`config.mk`:
```
export PLATFORM = sky130hd
export DESIGN_NAME = seg_scan_ctrl
export DESIGN_NICKNAME = d
export VERILOG_FILES = /design/src/rtl/seg_scan_ctrl.sv
export SDC_FILE = /design/constraint.sdc
export NUM_CORES = 1
export LEC_CHECK = 0
export BUFFER_PORTS_ARGS = -buffer_cell sky130_fd_sc_hd__buf_2
export CAP_MARGIN = 10
export CORE_ASPECT_RATIO = 0.5
export CORE_MARGIN = 3
export CORE_UTILIZATION = 30
export DETAILED_ROUTE_END_ITERATION = 12
export PLACE_DENSITY_LB_ADDON = 0.12
export RECOVER_POWER = 25
export SLEW_MARGIN = 25
export SYNTH_ARGS = -nofsm -noshare
export SYNTH_HDL_FRONTEND = slang
export SYNTH_SLANG_ARGS = --single-unit
```
`constraint.sdc`:
```
create_clock -name clk -period 6 [get_ports clk]
set_input_delay 1.2 -clock clk [delete_from_list [all_inputs] [get_ports clk]]
set_output_delay 1.2 -clock clk [all_outputs]
set_load 0.03 [all_outputs]
```
`src/rtl/seg_scan_ctrl.sv`:
```
// seg_scan_ctrl
// -------------
// Refresh scheduler for an 8-digit multiplexed seven-segment display.
// It stores one hex nibble per digit, decodes the nibble to active-low
// segments, and shares the segment bus round-robin among the enabled digits.
// It blanks the display at the start of each slot to stop ghosting, blinks
// selected digits, and pulses frame_done each time the scan wraps.
//
// Ports
//   clk         system clock
//   resetn      synchronous active-low reset
//   wr_en       write strobe for the digit value registers
//   wr_addr     digit index to write
//   wr_data     hex value to store
//   en_mask     bit i=1: digit i takes part in the scan
//   blink_mask  bit i=1: digit i is dark while blink_phase=1
//   AN          anode enables, active-low (one-hot-low or all-high)
//   A2G         segments, active-low, bit6=a ... bit0=g
//   frame_done  one-cycle pulse when the scan wraps
//   cur_dig     index of the digit owning the current slot

module seg_scan_ctrl #(
    parameter int NDIG         = 8,
    parameter int PRESCALE     = 8192,
    parameter int BLANK        = 16,
    parameter int BLINK_FRAMES = 64
) (
    input  logic                    clk,
    input  logic                    resetn,
    input  logic                    wr_en,
    input  logic [$clog2(NDIG)-1:0] wr_addr,
    input  logic [3:0]              wr_data,
    input  logic [NDIG-1:0]         en_mask,
    input  logic [NDIG-1:0]         blink_mask,
    output logic [NDIG-1:0]         AN,
    output logic [6:0]              A2G,
    output logic                    frame_done,
    output logic [$clog2(NDIG)-1:0] cur_dig
);

    localparam int IW = $clog2(NDIG);
    localparam int PW = (PRESCALE > 1) ? $clog2(PRESCALE) : 1;
    localparam int FW = $clog2(BLINK_FRAMES + 1);

    logic [3:0]    regs [NDIG];
    logic [PW-1:0] presc;
    logic [FW-1:0] frame_cnt;
    logic          blink_phase;

    logic          slot_end;
    logic [IW-1:0] nxt_dig;
    logic          wrap;
    logic          lit;

    // Active-low seven-segment decode, segment order a..g.
    function automatic logic [6:0] decode(input logic [3:0] v);
        logic [6:0] s;
        unique case (v)
            4'h0: s = 7'b0000001;
            4'h1: s = 7'b1001111;
            4'h2: s = 7'b0010010;
            4'h3: s = 7'b0000110;
            4'h4: s = 7'b1001100;
            4'h5: s = 7'b0100100;
            4'h6: s = 7'b0100000;
            4'h7: s = 7'b0001111;
            4'h8: s = 7'b0000000;
            4'h9: s = 7'b0000100;
            4'hA: s = 7'b0001000;
            4'hB: s = 7'b1100000;
            4'hC: s = 7'b0110001;
            4'hD: s = 7'b1000010;
            4'hE: s = 7'b0110000;
            4'hF: s = 7'b0111000;
            default: s = 7'b1111111;
        endcase
        return s;
    endfunction

    assign slot_end = (presc == PW'(PRESCALE - 1));

    // Next enabled digit: search cur_dig+1 upward with wrap, cur_dig itself
    // last. Iterating from the farthest candidate down lets the nearest
    // enabled one overwrite the result. The IW-bit add wraps 7->0 for free.
    // NOTE: every signal driven here gets a default first so no path leaves
    // it unassigned; otherwise synthesis would infer a latch.
    always_comb begin
        nxt_dig = cur_dig;
        for (int k = NDIG; k >= 1; k--) begin
            if (en_mask[IW'(cur_dig + IW'(k))])
                nxt_dig = IW'(cur_dig + IW'(k));
        end
    end

    assign wrap = (nxt_dig <= cur_dig);

    // A digit is lit outside the anti-ghost window, when enabled, and when
    // not blanked by the blink phase.
    assign lit = (presc >= PW'(BLANK)) && en_mask[cur_dig]
                 && !(blink_phase && blink_mask[cur_dig]);

    // NOTE: all state here uses non-blocking assignments so every register
    // samples the pre-edge values of the others, whatever the statement order.
    always_ff @(posedge clk) begin
        if (!resetn) begin
            // NOTE: the digit registers are cleared on reset on purpose; the
            // display must show zeros, not garbage, after a reset.
            for (int i = 0; i < NDIG; i++) regs[i] <= 4'h0;
            presc       <= '0;
            cur_dig     <= '0;
            frame_cnt   <= '0;
            blink_phase <= 1'b0;
            frame_done  <= 1'b0;
            AN          <= '1;
            A2G         <= 7'h7F;
        end else begin
            if (wr_en) regs[wr_addr] <= wr_data;

            presc <= slot_end ? '0 : presc + PW'(1);

            // With no digit enabled the scan parks and no frame completes.
            frame_done <= 1'b0;
            if (slot_end && (|en_mask)) begin
                cur_dig    <= nxt_dig;
                frame_done <= wrap;
            end

            // Count completed frames; flip the blink phase every BLINK_FRAMES.
            if (frame_done) begin
                if (frame_cnt == FW'(BLINK_FRAMES - 1)) begin
                    frame_cnt   <= '0;
                    blink_phase <= ~blink_phase;
                end else begin
                    frame_cnt <= frame_cnt + FW'(1);
                end
            end

            AN  <= lit ? ~(NDIG'(1) << cur_dig) : '1;
            A2G <= lit ? decode(regs[cur_dig]) : 7'h7F;
        end
    end

endmodule

```
# --- After elaboration in Yosys (flattened, before gate mapping) ---
# Memory sizes are Yosys's and may differ from the RTL's. A register that Yosys moved wholly into a read port is not among the register bits.
# Cells that the tools add are included.
totals:
  register_bits: 33
  ramBits: 32
  mem_bits_ro: 112
  out_inout_bits: 19
  mem_count: 2
classes:
  add_sub_neg: 9
  n_lt_le_gt_ge: 10
  n_eq_ne: 2
  shift: 1
  mux: 35
  bitwise: 3
  reduce_logical: 12
memory_table:
  columns: ["name", "words", "width", "read_ports", "rd_ports_with_merged_regs", "write_ports", "line_no", "rtl"]
  rows:
  - ["(name not given)", 16, 7, 1, 1, 0, "58", "unique case (v)"]
  - ["regs", 8, 4, 1, 1, 8, "45", "logic [3:0] regs [NDIG];"]
op_table:
  columns: ["cell", "count"]
  rows:
  - ["$lt A3 B4 Y1 const B", 8]
  - ["$mux W3", 10]
  - ["$bmux W1 S3", 9]
  - ["$mux W1", 14]
  - ["$add A13 B1 Y13 const B", 1]
  - ["$eq A13 B13 Y1 const B", 1]
  - ["$ge A13 B5 Y1 const B", 1]
  - ["$add A3 B3 Y3 const B", 4]
  - ["$not A8 Y8", 1]
  - ["$reduce_or A8 Y1", 1]
  - ["$shl A1 B3 Y8 const A", 1]
  - ["$add A7 B1 Y7 const B", 1]
  - ["$eq A7 B6 Y1 const B", 1]
  - ["$mux W7", 1]
  - ["$add A3 B2 Y3 const B", 2]
  - ["$reduce_and A2 Y1", 3]
  - ["$logic_and A1 B1 Y1", 4]
  - ["$mux W4", 1]
  - ["$reduce_or A4 Y1", 1]
  - ["$add A3 B1 Y3 const B", 1]
  - ["$le A3 B3 Y1", 1]
  - ["$logic_not A1 Y1", 2]
  - ["$not A1 Y1", 2]
  - ["$reduce_or A2 Y1", 1]

# --- Longest topological paths before layout ---
logic_depth:
  depth_word: 12
  depth_mapped: 18
  depth_no_buf: 14

# --- Least setup slack after synthesis ---
# No wires, ideal clock.
synth_timing:
  kind: "flip-flop to flip-flop"
  startpoint: "register cur_dig[1]"
  endpoint: "register frame_done"
  arrival_ps: 3607
  required_time_ps: 5904
  path_slack_ps: 2297
  stages_incl_launch_ff: 17
  n_path_buf: 4
  period_less_slack_ps: 3703
  cell_sequence: "dfxtp_1 -> buf_6 -> buf_6 -> inv_1 -> ha_1 -> buf_2 -> buf_6 -> mux4_2 -> mux2i_1 -> nor2_1 -> o31ai_2 -> o221ai_1 -> ha_1 -> a21o_1 -> a21oi_1 -> a31oi_1 -> nor4b_1"
synth_between:
  elab_chain_len: 11
  elab_cells_between_ends: 29
  cone_classes: "add/sub: 7; order compare: 1; mux: 21"
synth_lines:
  columns: ["element", "line_no", "rtl"]
  rows:
  - ["start: declaration", "38", "output logic [$clog2(NDIG)-1:0] cur_dig"]
  - ["start signal: assignment", "124", "cur_dig <= nxt_dig;"]
  - ["$add A3 B3 Y3", "90, 91", null]
  - ["$bmux W1 S3", "90", "if (en_mask[IW'(cur_dig + IW'(k))])"]
  - ["$mux W1 (implied by the code)", "90", null]
  - ["$mux W3 (6 in series)", "90", null]
  - ["$mux W3 *", "90", null]
  - ["via nxt_dig[1]", "51", "logic [IW-1:0] nxt_dig;"]
  - ["$le A3 B3 Y1 *", "95", "assign wrap = (nxt_dig <= cur_dig);"]
  - ["end signal: assignment", "125", "frame_done <= wrap;"]
  - ["end: declaration", "37", "output logic frame_done,"]
# Mark *: on every way through the listed nets, which the timed path passes. The rest lies on a longest branch. The select of a mux whose other input is x is not followed.
# A chain may end at the register's enable or synchronous reset.

# --- Final worst setup path ---
# Same ends and word-level chain as after synthesis.

==> key figures <==
Die
  • DIE AREA: 16200 um2
  • Core Area: 13900 um2
  • Die W: 177 um
  • Core Rows: 30
  • Die Ht: 91.6 um
  • Initial Util: 0.315
  • Io pins: 45

STA
  • Final Skew: 9.56 ps
  • Fmax: 244 MHz
  • Final critical-path share of the clock period: 0.682
  • Final hold slack: 469 ps
  • Slew Limit Headroom: 0.387
  • Final Setup Violations: 0
  • Total negative slack: 0 ps
  • Max-slew violation count: 0
  • RSZ-0062 raised after global routing: false
  • Worst Tran Pin Value: 894 ps
  • Worst Slack Setup Final: 1910 ps
  • Fin crit period: 4090 ps
  • Final hold vios: 0

Placed design
  • Gp weighted congestion: 0.802
  • Pre-CTS setup slack: 1870 ps
  • Final HPWL DP: 7.21 mm
  • I/O Buffers: 44
  • DP Cell Count: 629
  • Area post-placement: 4760 um2

Layout
  • Area Overhead vs Synth: 14.5%
  • Diode count: 0
  • Layout cell share with drive strength beyond 1: 0.183
  • Number of nets in the layout: 493
  • Finished Cell Area: 5030 um2
  • Final instance count without filler cells: 645
  • Fin util: 0.361
  • Fill count: 1378

Power and ir drop
  • Pwr/cell area: 228 nW/um2
  • Leak Pwr: 1.85 nW
  • Final Power: 1.15 mW
  • Peak VDD IR: 0.120 mV

Global route
  • Vias in the first global route: 3077
  • Initial antenna violation count: 0
  • First-pass GRT wire length: 16.3 mm
  • Largest net degree at the start of global routing: 24
  • Grt ovf: 0
  • Total GRT Usage: 0.128

Clock network
  • CTS tree: yes
  • Worst-path clk slew: 60 ps
  • Post-CTS Setup Inserts: 0
  • Count of clock tree sinks: 75
  • Hold-fix buffers, CTS: 0
  • Root Driver: clkbuf_16
  • Clk_lat worst skew: 330 ps
  • PostCTS Resize Cnt: 0
  • H-Tree Level Count: 3
  • CTS Buffer Depth: 2
  • CTS Buf Count: 9

Setup path
  • Crit-path most repeated cell: ha_1
  • WP data required: 6240 ps
  • Slowest CP cell: ha_1
  • Reg2Reg Setup Slack: 1910 ps
  • Critical Path Source Type: flop
  • Critical path cell sequence: buf_4 > inv_1 > ha_1 > mux4_2 > nor2b_1 > a2111oi_0 > o22ai_1 > o31ai_2 > o221ai_1 > ha_1 > a21o_1 > a21oi_1 > a31oi_1 > nor4b_1
  • Crit path kind: reg2reg
  • CP Capture Type: flop
  • Worst EP arrival: 4330 ps
  • Worst-path maximum fanout: 19
  • Reg2reg end: frame_done
  • Worst r2r path cells: 14
  • CP peak stage delay: 730 ps
  • Reg2reg start: cur_dig[1]

Logic synthesis
  • Biggest area consumer among synthesized cells: edfxtp_1
  • Async SR Flop Fraction: 0
  • Most common flop cell mapped by yosys: dfxtp_1
  • Number of synthesized flops with an enable pin: 32
  • Post-Syn Area: 4390 um2
  • Synth top area cells: edfxtp_1 (22%), dfxtp_1 (20%), mux4_2 (12%), ha_1 (5.4%), and2_1 (5.3%)
  • Register area share after synthesis: 0.415
  • Synthesized area per cell: 10.7 um2
  • Yosys warning count: 0
  • Top cells by count, synth: nand2_1 (46), dfxtp_1 (43), and2_1 (37)
  • Share of the synthesized area in the top cell type: 0.219
  • Syn_nets: 455
  • Most numerous cell in the Yosys netlist: nand2_1
  • #FFs+latches synth: 75
  • Cells after synthesis: 410
  • Netlist cell types: 56

Drt
  • Iter 0 DRT Violations: 140
  • Vias per cell: 4.88
  • DRT Pass-1 Iters: 4
  • Post-DR wirelength/cell: 15.3 um
  • DRC violations left: 0
  • Vias: 3149
  • Detailed Route WL: 9.89 mm
  • Post-route ant nets: 0

Hold path
  • Worst hold endpoint: frame_cnt[6]
  • Tightest Hold Check Type: reg2reg
  • Hold_sp: frame_cnt[6]
  • Hold Crit Depth: 1

Flow run
  • Max-cap violation count: 0

Status
  • Status: finished, final reports clean
==> cells by family (layout without fill, tap and decap cells) <==
group	after synthesis	in the layout	synth area share
adder cells (fa/ha/maj)	19	19	0.0541
XOR/XNOR	21	21	0.0419
multiplexers	46	46	0.183
AND/OR/NAND/NOR	170	170	0.197
AO/OA/AOI/OAI	45	45	0.0721
buffers and inverters	34	77	0.0379
flip-flops	75	75	0.415
==> flip-flops by register name, summed over array words and instances (netlist names), named ones only <==
register and flops:
regs 32, presc 13, AN 8, A2G 7
frame_cnt 7, cur_dig 3, blink_phase 1, frame_done 1
==> layer usage <==
| metal | routed length, um | vias to the layer above | track usage |
|---|---|---|---|
| met5 | 0 | - | 0 |
| met4 | 60 | 0 | 0.0359 |
| met3 | 470 | 6 | 0.0355 |
| met2 | 4580 | 60 | 0.199 |
| met1 | 4780 | 1517 | 0.176 |
| li1 | - | 1566 | - |
==> critical path: cells and delay by family, from the launching register on <==
kind            cells  cell delay (ps)
compound gates      7             1310
fa+ha+maj           2             1050
buf+inv             2              490
flops               1              300
mux                 1              460
simple gates        2              390
==> power by group <==
group / leakage, nW / internal [mW] / switching (mW)
combinational: 1.06 / 0.0378 / 0.0525
sequential: 0.654 / 0.547 / 0.00640
clock: 0.138 / 0.303 / 0.203
total: 1.85 / 0.888 / 0.261
==> cell usage in the layout (no fill, tap or decap), types with 2 or more instances in the layout <==
cell / count
nand2_1: 46
dfxtp_1: 43
and2_1: 36
buf_2: 33
nor2_1: 32
edfxtp_1: 32
mux4_2: 23
ha_1: 19
mux2i_1: 16
xor2_1: 14
inv_1: 12
nand3_1: 12
clkbuf_1: 11
a21oi_1: 9
o21ai_0: 9
clkbuf_16: 9
xnor2_1: 7
and3_1: 7
nand4_1: 7
nand2b_1: 6
nor3_1: 5
nor2b_1: 4
nor4_1: 4
mux4_1: 3
a22o_1: 3
mux2_2: 3
nand3b_1: 3
buf_4: 3
a221oi_1: 2
a2111oi_0: 2
o21ai_1: 2
and4_1: 2
a31oi_1: 2
clkinvlp_4: 2
clkinv_2: 2
clkbuf_8: 2
==> cell type report <==
type	count	area, um2	share of cell area
clock buffer	12	258	0.0512
clock inverter	4	25.0	0.00498
inverter	14	52.6	0.0104
multi-input combinational	301	2400	0.478
sequential	75	1820	0.362
tap	192	240	0.0478
timing repair buffer	47	229	0.0455
==> worst max-delay path by stage <==
stage	startpoint	end	slack (ps)	depth (start not counted)
CTS	cur_dig[0]	frame_done	1860	14
floorplan	cur_dig[1]	frame_done	2300	16
finish	cur_dig[1]	frame_done	1910	14
global route	cur_dig[1]	frame_done	1520	14
detailed placement	cur_dig[0]	frame_done	1870	14
global placement	cur_dig[0]	frame_done	2000	14
(Power assumes the default switching activity.)
